`config.mk`:
```
export PLATFORM = sky130hd
export DESIGN_NAME = quadc_snap_ctrl_flat
export DESIGN_NICKNAME = d
export VERILOG_FILES = /design/src/rtl/quadc_snap_pkg.sv /design/src/rtl/quadc_snap_if.sv /design/src/rtl/quadc_sync_edge.sv /design/src/rtl/quadc_snap_ctrl.sv /design/src/flat_wrapper.sv
export SDC_FILE = /design/constraint.sdc
export NUM_CORES = 1
export LEC_CHECK = 0
export CAP_MARGIN = 20
export CORE_MARGIN = 2
export CORE_UTILIZATION = 51
export DETAILED_ROUTE_END_ITERATION = 10
export GPL_TIMING_DRIVEN = 0
export PLACE_DENSITY = 0.82
export SLEW_MARGIN = 40
export SYNTH_ARGS = -nofsm -noshare
export SYNTH_HDL_FRONTEND = slang
export SYNTH_SLANG_ARGS = --single-unit
export TNS_END_PERCENT = 20
```
`constraint.sdc`:
```
create_clock -name user_clk -period 7.4 [get_ports user_clk]
set_input_delay 1.85 -clock user_clk [delete_from_list [all_inputs] [get_ports user_clk]]
set_output_delay 1.85 -clock user_clk [all_outputs]
set_load 0.1 [all_outputs]
```
`src/rtl/quadc_snap_pkg.sv`:
```
// Shared types and widths for the quad-ADC snapshot controller.
package quadc_snap_pkg;

  localparam int unsigned WORD_W   = 32;
  localparam int unsigned SAMPLE_W = 8;

  typedef enum logic [1:0] {
    ST_IDLE    = 2'd0,
    ST_ARMED   = 2'd1,
    ST_CAPTURE = 2'd2,
    ST_DONE    = 2'd3
  } state_t;

  // adc0 lands in the most significant byte of the stored word.
  function automatic logic [WORD_W-1:0] pack_word(
    input logic [SAMPLE_W-1:0] a0,
    input logic [SAMPLE_W-1:0] a1,
    input logic [SAMPLE_W-1:0] a2,
    input logic [SAMPLE_W-1:0] a3
  );
    return {a0, a1, a2, a3};
  endfunction

endpackage

```
`src/rtl/quadc_snap_if.sv`:
```
// Sample stream from the capture interface plus the BRAM write bus.
interface quadc_snap_if #(
  parameter int unsigned ADDR_W = 10
);
  import quadc_snap_pkg::*;

  logic [SAMPLE_W-1:0] adc0_data;
  logic [SAMPLE_W-1:0] adc1_data;
  logic [SAMPLE_W-1:0] adc2_data;
  logic [SAMPLE_W-1:0] adc3_data;
  logic                valid;
  logic                sync;

  logic                bram_we;
  logic [ADDR_W-1:0]   bram_addr;
  logic [WORD_W-1:0]   bram_data;

  // Sample source side: drives the stream, observes the BRAM writes.
  modport master (
    output adc0_data, adc1_data, adc2_data, adc3_data, valid, sync,
    input  bram_we, bram_addr, bram_data
  );

  // Snapshot controller side: consumes the stream, drives the BRAM writes.
  modport slave (
    input  adc0_data, adc1_data, adc2_data, adc3_data, valid, sync,
    output bram_we, bram_addr, bram_data
  );

endinterface

```
`src/rtl/quadc_sync_edge.sv`:
```
// Valid-qualified rising-edge detector on the sync flag.
module quadc_sync_edge (
  input  logic user_clk,
  input  logic reset,
  input  logic valid,
  input  logic sync,
  output logic sync_edge
);

  logic r_sync_prev;

  // Remember sync from the most recent valid sample only.
  always_ff @(posedge user_clk) begin
    if (reset) begin
      r_sync_prev <= 1'b0;
    end else if (valid) begin
      r_sync_prev <= sync;
    end
  end

  // Edge between two consecutive valid samples; reset value 0 makes a
  // high sync on the first valid sample count as an edge.
  always_comb begin
    sync_edge = valid && sync && !r_sync_prev;
  end

endmodule

```
`src/rtl/quadc_snap_ctrl.sv`:
```
// Snapshot controller: captures len_m1+1 valid samples into BRAM on arm,
// immediately or from a sync rising edge.
module quadc_snap_ctrl
  import quadc_snap_pkg::*;
#(
  parameter int unsigned ADDR_W = 10
) (
  input  logic              user_clk,
  input  logic              reset,
  quadc_snap_if.slave       bus,
  input  logic              arm,
  input  logic              trig_sel,
  input  logic [ADDR_W-1:0] len_m1,
  output logic              busy,
  output logic              done,
  output logic [ADDR_W:0]   words
);

  state_t              r_state;
  state_t              w_next;

  logic                r_trig_sel;
  logic [ADDR_W-1:0]   r_len_m1;
  logic [ADDR_W-1:0]   r_ptr;
  logic [ADDR_W:0]     r_words;

  logic                r_we;
  logic [ADDR_W-1:0]   r_addr;
  logic [WORD_W-1:0]   r_data;

  logic                w_edge;
  logic                w_trig;
  logic                w_last;
  logic                w_accept;
  logic [ADDR_W:0]     w_len_words;

  quadc_sync_edge u_sync_edge (
    .user_clk  (user_clk),
    .reset     (reset),
    .valid     (bus.valid),
    .sync      (bus.sync),
    .sync_edge (w_edge)
  );

  // Decide whether this cycle's sample is written; arm always wins.
  always_comb begin
    w_trig      = bus.valid && (!r_trig_sel || w_edge);
    w_last      = (r_ptr == r_len_m1);
    w_len_words = {1'b0, r_len_m1} + {{ADDR_W{1'b0}}, 1'b1};
    w_accept    = 1'b0;
    case (r_state)
      ST_ARMED:   w_accept = w_trig && !arm;
      ST_CAPTURE: w_accept = bus.valid && !arm;
      default:    w_accept = 1'b0;
    endcase
  end

  // State register.
  always_ff @(posedge user_clk) begin
    if (reset) begin
      r_state <= ST_IDLE;
    end else begin
      r_state <= w_next;
    end
  end

  // Next-state logic; arm restarts from any state.
  always_comb begin
    w_next = r_state;
    if (arm) begin
      w_next = ST_ARMED;
    end else begin
      case (r_state)
        ST_ARMED, ST_CAPTURE: begin
          if (w_accept) begin
            w_next = w_last ? ST_DONE : ST_CAPTURE;
          end
        end
        default: w_next = r_state;
      endcase
    end
  end

  // State-decoded status outputs.
  always_comb begin
    busy = (r_state == ST_ARMED) || (r_state == ST_CAPTURE);
    done = (r_state == ST_DONE);
  end

  // Parameter latch, write pointer, word count and registered BRAM port.
  // The pointer holds on the final write so it never wraps mid-snapshot.
  always_ff @(posedge user_clk) begin
    if (reset) begin
      r_trig_sel <= 1'b0;
      r_len_m1   <= '0;
      r_ptr      <= '0;
      r_words    <= '0;
      r_we       <= 1'b0;
      r_addr     <= '0;
      r_data     <= '0;
    end else begin
      r_we <= w_accept;
      if (arm) begin
        r_trig_sel <= trig_sel;
        r_len_m1   <= len_m1;
        r_ptr      <= '0;
        r_words    <= '0;
      end else if (w_accept) begin
        r_addr <= r_ptr;
        r_data <= pack_word(bus.adc0_data, bus.adc1_data,
                            bus.adc2_data, bus.adc3_data);
        if (!w_last) begin
          r_ptr <= r_ptr + {{(ADDR_W-1){1'b0}}, 1'b1};
        end
        if (r_words != w_len_words) begin
          r_words <= r_words + {{ADDR_W{1'b0}}, 1'b1};
        end
      end
    end
  end

  assign bus.bram_we   = r_we;
  assign bus.bram_addr = r_addr;
  assign bus.bram_data = r_data;
  assign words         = r_words;

endmodule

```
`src/flat_wrapper.sv`:
```
// flat-port wrapper written by rule: the top's interface ports become plain ports
module quadc_snap_ctrl_flat import quadc_snap_pkg::*;
#(
  parameter int unsigned ADDR_W = 10
)
  (user_clk, reset, arm, trig_sel, len_m1, busy, done, words, bus_adc0_data, bus_adc1_data, bus_adc2_data, bus_adc3_data, bus_valid, bus_sync, bus_bram_we, bus_bram_addr, bus_bram_data);
  quadc_snap_if #(.ADDR_W(ADDR_W)) bus_i ();
  input  logic user_clk;
  input  logic reset;
  input  logic arm;
  input  logic trig_sel;
  input  logic [ADDR_W-1:0] len_m1;
  output logic busy;
  output logic done;
  output logic [ADDR_W:0] words;
  input wire logic [$bits(bus_i.adc0_data)-1:0] bus_adc0_data;
  input wire logic [$bits(bus_i.adc1_data)-1:0] bus_adc1_data;
  input wire logic [$bits(bus_i.adc2_data)-1:0] bus_adc2_data;
  input wire logic [$bits(bus_i.adc3_data)-1:0] bus_adc3_data;
  input wire logic [$bits(bus_i.valid)-1:0] bus_valid;
  input wire logic [$bits(bus_i.sync)-1:0] bus_sync;
  output wire logic [$bits(bus_i.bram_we)-1:0] bus_bram_we;
  output wire logic [$bits(bus_i.bram_addr)-1:0] bus_bram_addr;
  output wire logic [$bits(bus_i.bram_data)-1:0] bus_bram_data;
  assign bus_i.adc0_data = bus_adc0_data;
  assign bus_i.adc1_data = bus_adc1_data;
  assign bus_i.adc2_data = bus_adc2_data;
  assign bus_i.adc3_data = bus_adc3_data;
  assign bus_i.valid = bus_valid;
  assign bus_i.sync = bus_sync;
  assign bus_bram_we = bus_i.bram_we;
  assign bus_bram_addr = bus_i.bram_addr;
  assign bus_bram_data = bus_i.bram_data;
  quadc_snap_ctrl #(.ADDR_W(ADDR_W)) u_core (.user_clk(user_clk), .reset(reset), .bus(bus_i), .arm(arm), .trig_sel(trig_sel), .len_m1(len_m1), .busy(busy), .done(done), .words(words));
endmodule
```
# After elaboration in Yosys (flattened, before gate mapping)
# Cells that the tools add are included.
[word_totals]
regBits = 78
in_bits = 48
elab_cells = 44
[op_classes]
addsub = 3
n_reduce_logical = 19
n_mux = 5
eq_ne = 5
n_bitwise = 2
[op_table]
columns = ["operator", "n"]
rows = [
  ["$add 10x1->11 const B", 1],
  ["$add 11x1->11 const B", 1],
  ["$ne 11x11->1", 1],
  ["$add 10x1->10 const B", 1],
  ["$eq 10x10->1", 1],
  ["$reduce_and 2->1", 5],
  ["$logic_and 1x1->1", 5],
  ["$eq 2x2->1 const B", 2],
  ["$mux 1", 4],
  ["$reduce_bool 2->1", 2],
  ["$reduce_or 2->1", 2],
  ["$logic_not 1->1", 3],
  ["$eq 2x1->1 const B", 1],
  ["$logic_or 1x1->1", 2],
  ["$not 1->1", 2],
  ["$pmux 1 s2", 1],
]

# Depth between registers and ports, before layout
[logic_depth]
depth_word = 9
depth_mapped = 11
ltp_nobuf = 9

# By module
# A second synthesis with hierarchy kept.
[unflattened]
cells_unflattened = 418
area_unflattened_um2 = 3444.6
[by_module_without_submodules]
columns = ["module", "cells_each", "area_each_um2", "seq_area_each_um2", "instances"]
rows = [
  ["quadc_snap_ctrl", 413, 3402.0, 1541.5, 1],
  ["quadc_sync_edge", 5, 42.5, 20.0, 1],
]

# Worst setup path after synthesis
# Ideal clock, no wire load.
[synth_timing]
path_kind = "in2reg"
startpoint = "input arm"
endpoint = "register u_core.r_ptr[9]"
setup_ns = 0.070
stages = 7
arrival_time_ns = 3.440
setup_slack_ns = 3.891
required_time_ns = 7.330
path_buffers = 1
path_cell_list = "clkbuf_1 > nor2_1 > o311ai_0 > a31oi_1 > nand4_1 > or3_1 > a21oi_1"
[synth_between]
elab_chain_len = 4
[synth_rtl]
columns = ["element", "line", "source"]
rows = [
  ["start: declaration", "flat_wrapper.sv:10", "input logic arm;"],
  ["$logic_not 1->1", "quadc_snap_ctrl.sv:52, quadc_snap_ctrl.sv:53", ""],
  ["$logic_and 1x1->1 (on tied branches)", "quadc_snap_ctrl.sv:53, quadc_snap_ctrl.sv:52", ""],
  ["$pmux 1 s2", "quadc_snap_ctrl.sv:51", "case (r_state)"],
  ["$reduce_and 2->1 (no source line)", "--", ""],
  ["end signal: assignment", "quadc_snap_ctrl.sv:113", "r_ptr <= r_ptr + {{(ADDR_W-1){1'b0}}, 1'b1};"],
  ["end: declaration", "quadc_snap_ctrl.sv:24", "logic [ADDR_W-1:0] r_ptr;"],
]
# Several ways; a longest one is shown, not always the timed one.
# A chain may end at the register's enable or synchronous reset.

# Worst setup path after layout
[layout_timing]
startpoint = "input bus_sync"
endpoint = "register u_core.r_ptr[9]"
[layout_between]
elab_chain_len = 7
[layout_rtl]
columns = ["element", "line", "source"]
rows = [
  ["start: declaration", "flat_wrapper.sv:21", "input wire logic [$bits(bus_i.sync)-1:0] bus_sync;"],
  ["$logic_and 1x1->1 (2 in a row)", "quadc_sync_edge.sv:24", "sync_edge = valid && sync && !r_sync_prev;"],
  ["$logic_or 1x1->1", "quadc_snap_ctrl.sv:47", "w_trig = bus.valid && (!r_trig_sel || w_edge);"],
  ["$logic_and 1x1->1", "quadc_snap_ctrl.sv:47", ""],
  ["$logic_and 1x1->1", "quadc_snap_ctrl.sv:52", "ST_ARMED: w_accept = w_trig && !arm;"],
  ["$pmux 1 s2", "quadc_snap_ctrl.sv:51", ""],
  ["$reduce_and 2->1 (no source line)", "--", ""],
]
# Every way passes these cells.

==> run_results.csv <==
group,metric,value,unit
timing,finalSetupViolCount,0,
route,drt_wl_total,8920,um
power_and_ir_drop,fin_total_pwr,962,uW
layout,final_nets,590,
critical_path,endpoint_kind,"flop",
synth,synth_top_area_frac,0.439,
power_and_ir_drop,internal-power,704,uW
critical_path,cp_top_family,"simple AND/OR/NAND/NOR gates",
placement,hpwl,6500,um
layout,nFillCells,577,
placement,port_buffers,102,
timing,fin_crit,3.79,ns
timing,post-route-period-util,0.513,
power_and_ir_drop,p_sw,259,uW
timing,slew-limit-headroom,0.539,
global_routing,grt_overflow,0,
layout,insertedDiodeCount,0,
power_and_ir_drop,powerDensity,208,nW/um^2
die,die_y,87.5,um
critical_path,worst_r2r_path_depth,11,
layout,seqCellArea,1560,um^2
hold_path,whs_path_depth,2,
global_routing,grtUsageTotal,0.243,
run,maxCapViolations,0,
power_and_ir_drop,total_leakage_power,1.90,nW
synth,post_synth_num_cell_types,48,
critical_path,start_kind,"primary input",
synth,synth_edf_count,0,
layout,fin_util,0.686,
hold_path,worstHoldPathType,"reg -> reg",
timing,fmax,0.264,GHz
critical_path,crit_path_end,"u_core.r_ptr[9]",
synth,ys_ff_latch,78,
timing,finalHoldViolations,0,
route,wl_per_cell,14.3,um
clocking,clkTransAtPathRegs,0.08,ns
critical_path,cpPeakStageDelay,0.50,ns
synth,syn-num-nets,477,
critical_path,crit_required,7.68,ns
layout,design_area,4630,um^2
outcome,status,"complete, no violations",
layout,multiInputGateArea,1790,um^2
synth,ys.flop_type,"dfxtp_1",
die,boundaryPins,104,
route,num_vias,3372,
power_and_ir_drop,seqPwrFrac,0.454,
critical_path,reg2reg_slack,4.46,ns
route,ant_nets,0,
clocking,cts_tree,"built",
global_routing,grt_max_degree,14,
critical_path,r2r-start,"u_core.r_len_m1[1]",
clocking,clk_latency,0.35,ns
timing,tns,0,ns
critical_path,crit_cells,7,
clocking,clockRootBuffer,"clkbuf_8",
power_and_ir_drop,pwr-share-comb,0.145,
route,vias_per_cell,5.42,
critical_path,worst-setup-path-type,"in -> reg",
die,die_x,87.5,um
placement,place_congestion,0.825,
critical_path,r2r_end,"u_core.words[4]",
route,first_iter_violations,92,
synth,synth_area_leaders,"dfxtp_1 44%, nand2_1 11%, a21oi_1 6.6%, xor2_1 5.2%, mux2i_1 3.7%",
critical_path,crit_path_top_delay_cell,"a31oi_1",
power_and_ir_drop,peakVddDrop,0.000136,V
placement,place_area,4390,um^2
timing,finalClockSkew,0.00549,ns
route,drc,0,
synth,synth_area_per_cell,8.38,um^2
layout,synthToLayoutAreaGrowth,30.4,%
critical_path,arrival,4.08,ns
critical_path,cp_max_fo,6,
clocking,cts_resized,0,
synth,synth_cells,424,
critical_path,cp_cell_sequence,"clkdlybuf4s50_1 -> nor2b_1 -> o311ai_0 -> a31oi_1 -> nand4_1 -> or3_1 -> a21oi_1",
clocking,numCtsBuffers,9,
clocking,htree_levels,3,
timing,report.final.slew_viol_count,0,
die,core,6760,um^2
timing,rsz0062_at_grt,"false",
power_and_ir_drop,clockPowerShare,0.402,
clocking,post_cts_buffers,0,
timing,worst_slew_pin_slew,0.691,ns
die,initial_core_util,0.526,
power_and_ir_drop,p_sw_frac,0.269,
route,first_pass_iters,5,
layout,drive_gt1_frac,0.185,
synth,yosysWarnings,0,
clocking,max-clock-path-buffers,2,
clocking,holdBufCountCts,0,
clocking,clkSinkCount,78,
critical_path,worstSetupStartpoint,"bus_sync",
synth,async_flop_share,0,
critical_path,path_buf_inv,1,
synth,seq_area_frac_synth,0.439,
die,die_area,7650,um^2
synth,synth_top_area_cell,"dfxtp_1",
global_routing,antenna_found_initial,0,
synth,synth_area,3550,um^2
global_routing,grt_first_pass_wirelength,14600,um
global_routing,grt_pass1_vias,3224,
die,fp-row-count,30,
cell families after synthesis:
logic type / share of synthesized area
AND/OR/NAND/NOR: 0.223
AO/OA/AOI/OAI: 0.155
flip-flops: 0.439
buffers and inverters: 0.0567
XOR/XNOR: 0.0715
multiplexers: 0.0366
adder cells (fa/ha/maj): 0.0176
power groups by stage:
stage	Clock [mW]	Sequential, mW	Combinational [mW]
after detailed placement	0	0.446	0.139
after global placement	0	0.446	0.143
final	0.386	0.436	0.139
after CTS	0.394	0.436	0.139
after floorplan	0	0.486	0.0539
after global routing	0.415	0.438	0.149
synth_stat cells (2+ instances only):
master	instances
xor2_1	21
nand3_1	10
nor3_1	2
xnor2_1	8
a21oi_2	6
o31ai_1	7
dfxtp_1	78
o41ai_1	2
or4_2	6
ha_1	5
clkbuf_1	19
mux2i_1	13
nor2_1	33
o311ai_0	3
nand4_1	5
buf_4	7
nand2_1	101
or3_1	4
and4_1	2
buf_6	2
nor4_1	4
inv_1	7
a21oi_1	47
and3_1	5
a31oi_1	2
o21ai_0	2
a211o_1	2
metal layers:
| layer | up-vias | global-route usage | wire, um |
|---|---|---|---|
| met5 | - | 0 | 0 |
| met4 | 0 | 0.0979 | 195 |
| met3 | 16 | 0.0910 | 629 |
| met2 | 109 | 0.395 | 4250 |
| met1 | 1563 | 0.290 | 3840 |
| li1 | 1684 | - | - |
final cells by class:
cell class / instances / share of cell area
repair buffers: 102 / 0.160
clock buffers: 11 / 0.0284
plain buffers: 31 / 0.0378
inverters: 7 / 0.00567
multi-input cells: 308 / 0.386
well taps: 80 / 0.0216
clock inverters: 5 / 0.0232
flip-flops and latches: 78 / 0.337
state kept, by name (all words and copies together), names as in the netlist, 2 cells and up:
| signal | cells |
|---|---|
| u_core.r_len_m1 | 10 |
| u_core.r_state | 2 |
| u_core.r_ptr | 10 |
| u_core.bus.bram_data | 32 |
| u_core.bus.bram_addr | 10 |
| u_core.words | 11 |
worst min path at each step:
stage	start	to	slack (ns)
after global placement	u_core.bus.bram_data[20]	u_core.bus.bram_data[20]	0.44
after CTS	u_core.bus.bram_data[16]	u_core.bus.bram_data[16]	0.45
after detailed placement	u_core.bus.bram_data[16]	u_core.bus.bram_data[16]	0.44
after floorplan	u_core.r_trig_sel	u_core.r_trig_sel	0.46
after global routing	u_core.bus.bram_data[18]	u_core.bus.bram_data[18]	0.47
final	u_core.bus.bram_data[18]	u_core.bus.bram_data[18]	0.45
worst register-to-register path: cells and delay by family (launching register included):
family	cells	cell delay, ns
flops	1	0.51
compound gates	5	1.26
buf+inv	3	0.50
simple gates	2	0.29
fa+ha+maj	1	0.32
stage by stage:
step | setup slack, ns | std cells | hold WS (ns)
2_1_floorplan | 3.89 | 424 | 0.460
3_3_place_gp | 3.32 | 606 | 0.440
3_5_place_dp | 3.24 | 606 | 0.443
4_1_cts | 3.61 | 622 | 0.455
5_1_grt | 3.39 | 622 | 0.472
6_report | 3.61 | 622 | 0.454
layout by cell type, fill, tap and decap left out, types with 2 or more instances in the layout:
master,n
nand3_1,10
buf_2,56
nor2_1,33
and4_1,2
and3_1,5
a31oi_1,2
buf_4,7
a21oi_2,6
bufinv_16,3
or4_2,6
xnor2_1,8
ha_1,5
o31ai_1,7
o41ai_1,2
clkdlybuf4s50_1,46
o311ai_0,3
nand2_1,101
clkbuf_1,21
nand4_1,5
buf_6,2
clkbuf_8,9
a21oi_1,47
nor3_1,2
mux2i_1,13
nor4_1,4
dfxtp_1,78
xor2_1,21
inv_1,7
clkinv_4,2
or3_1,4
a211o_1,2
o21ai_0,2
No activity file was read; power rests on OpenSTA's default activity.
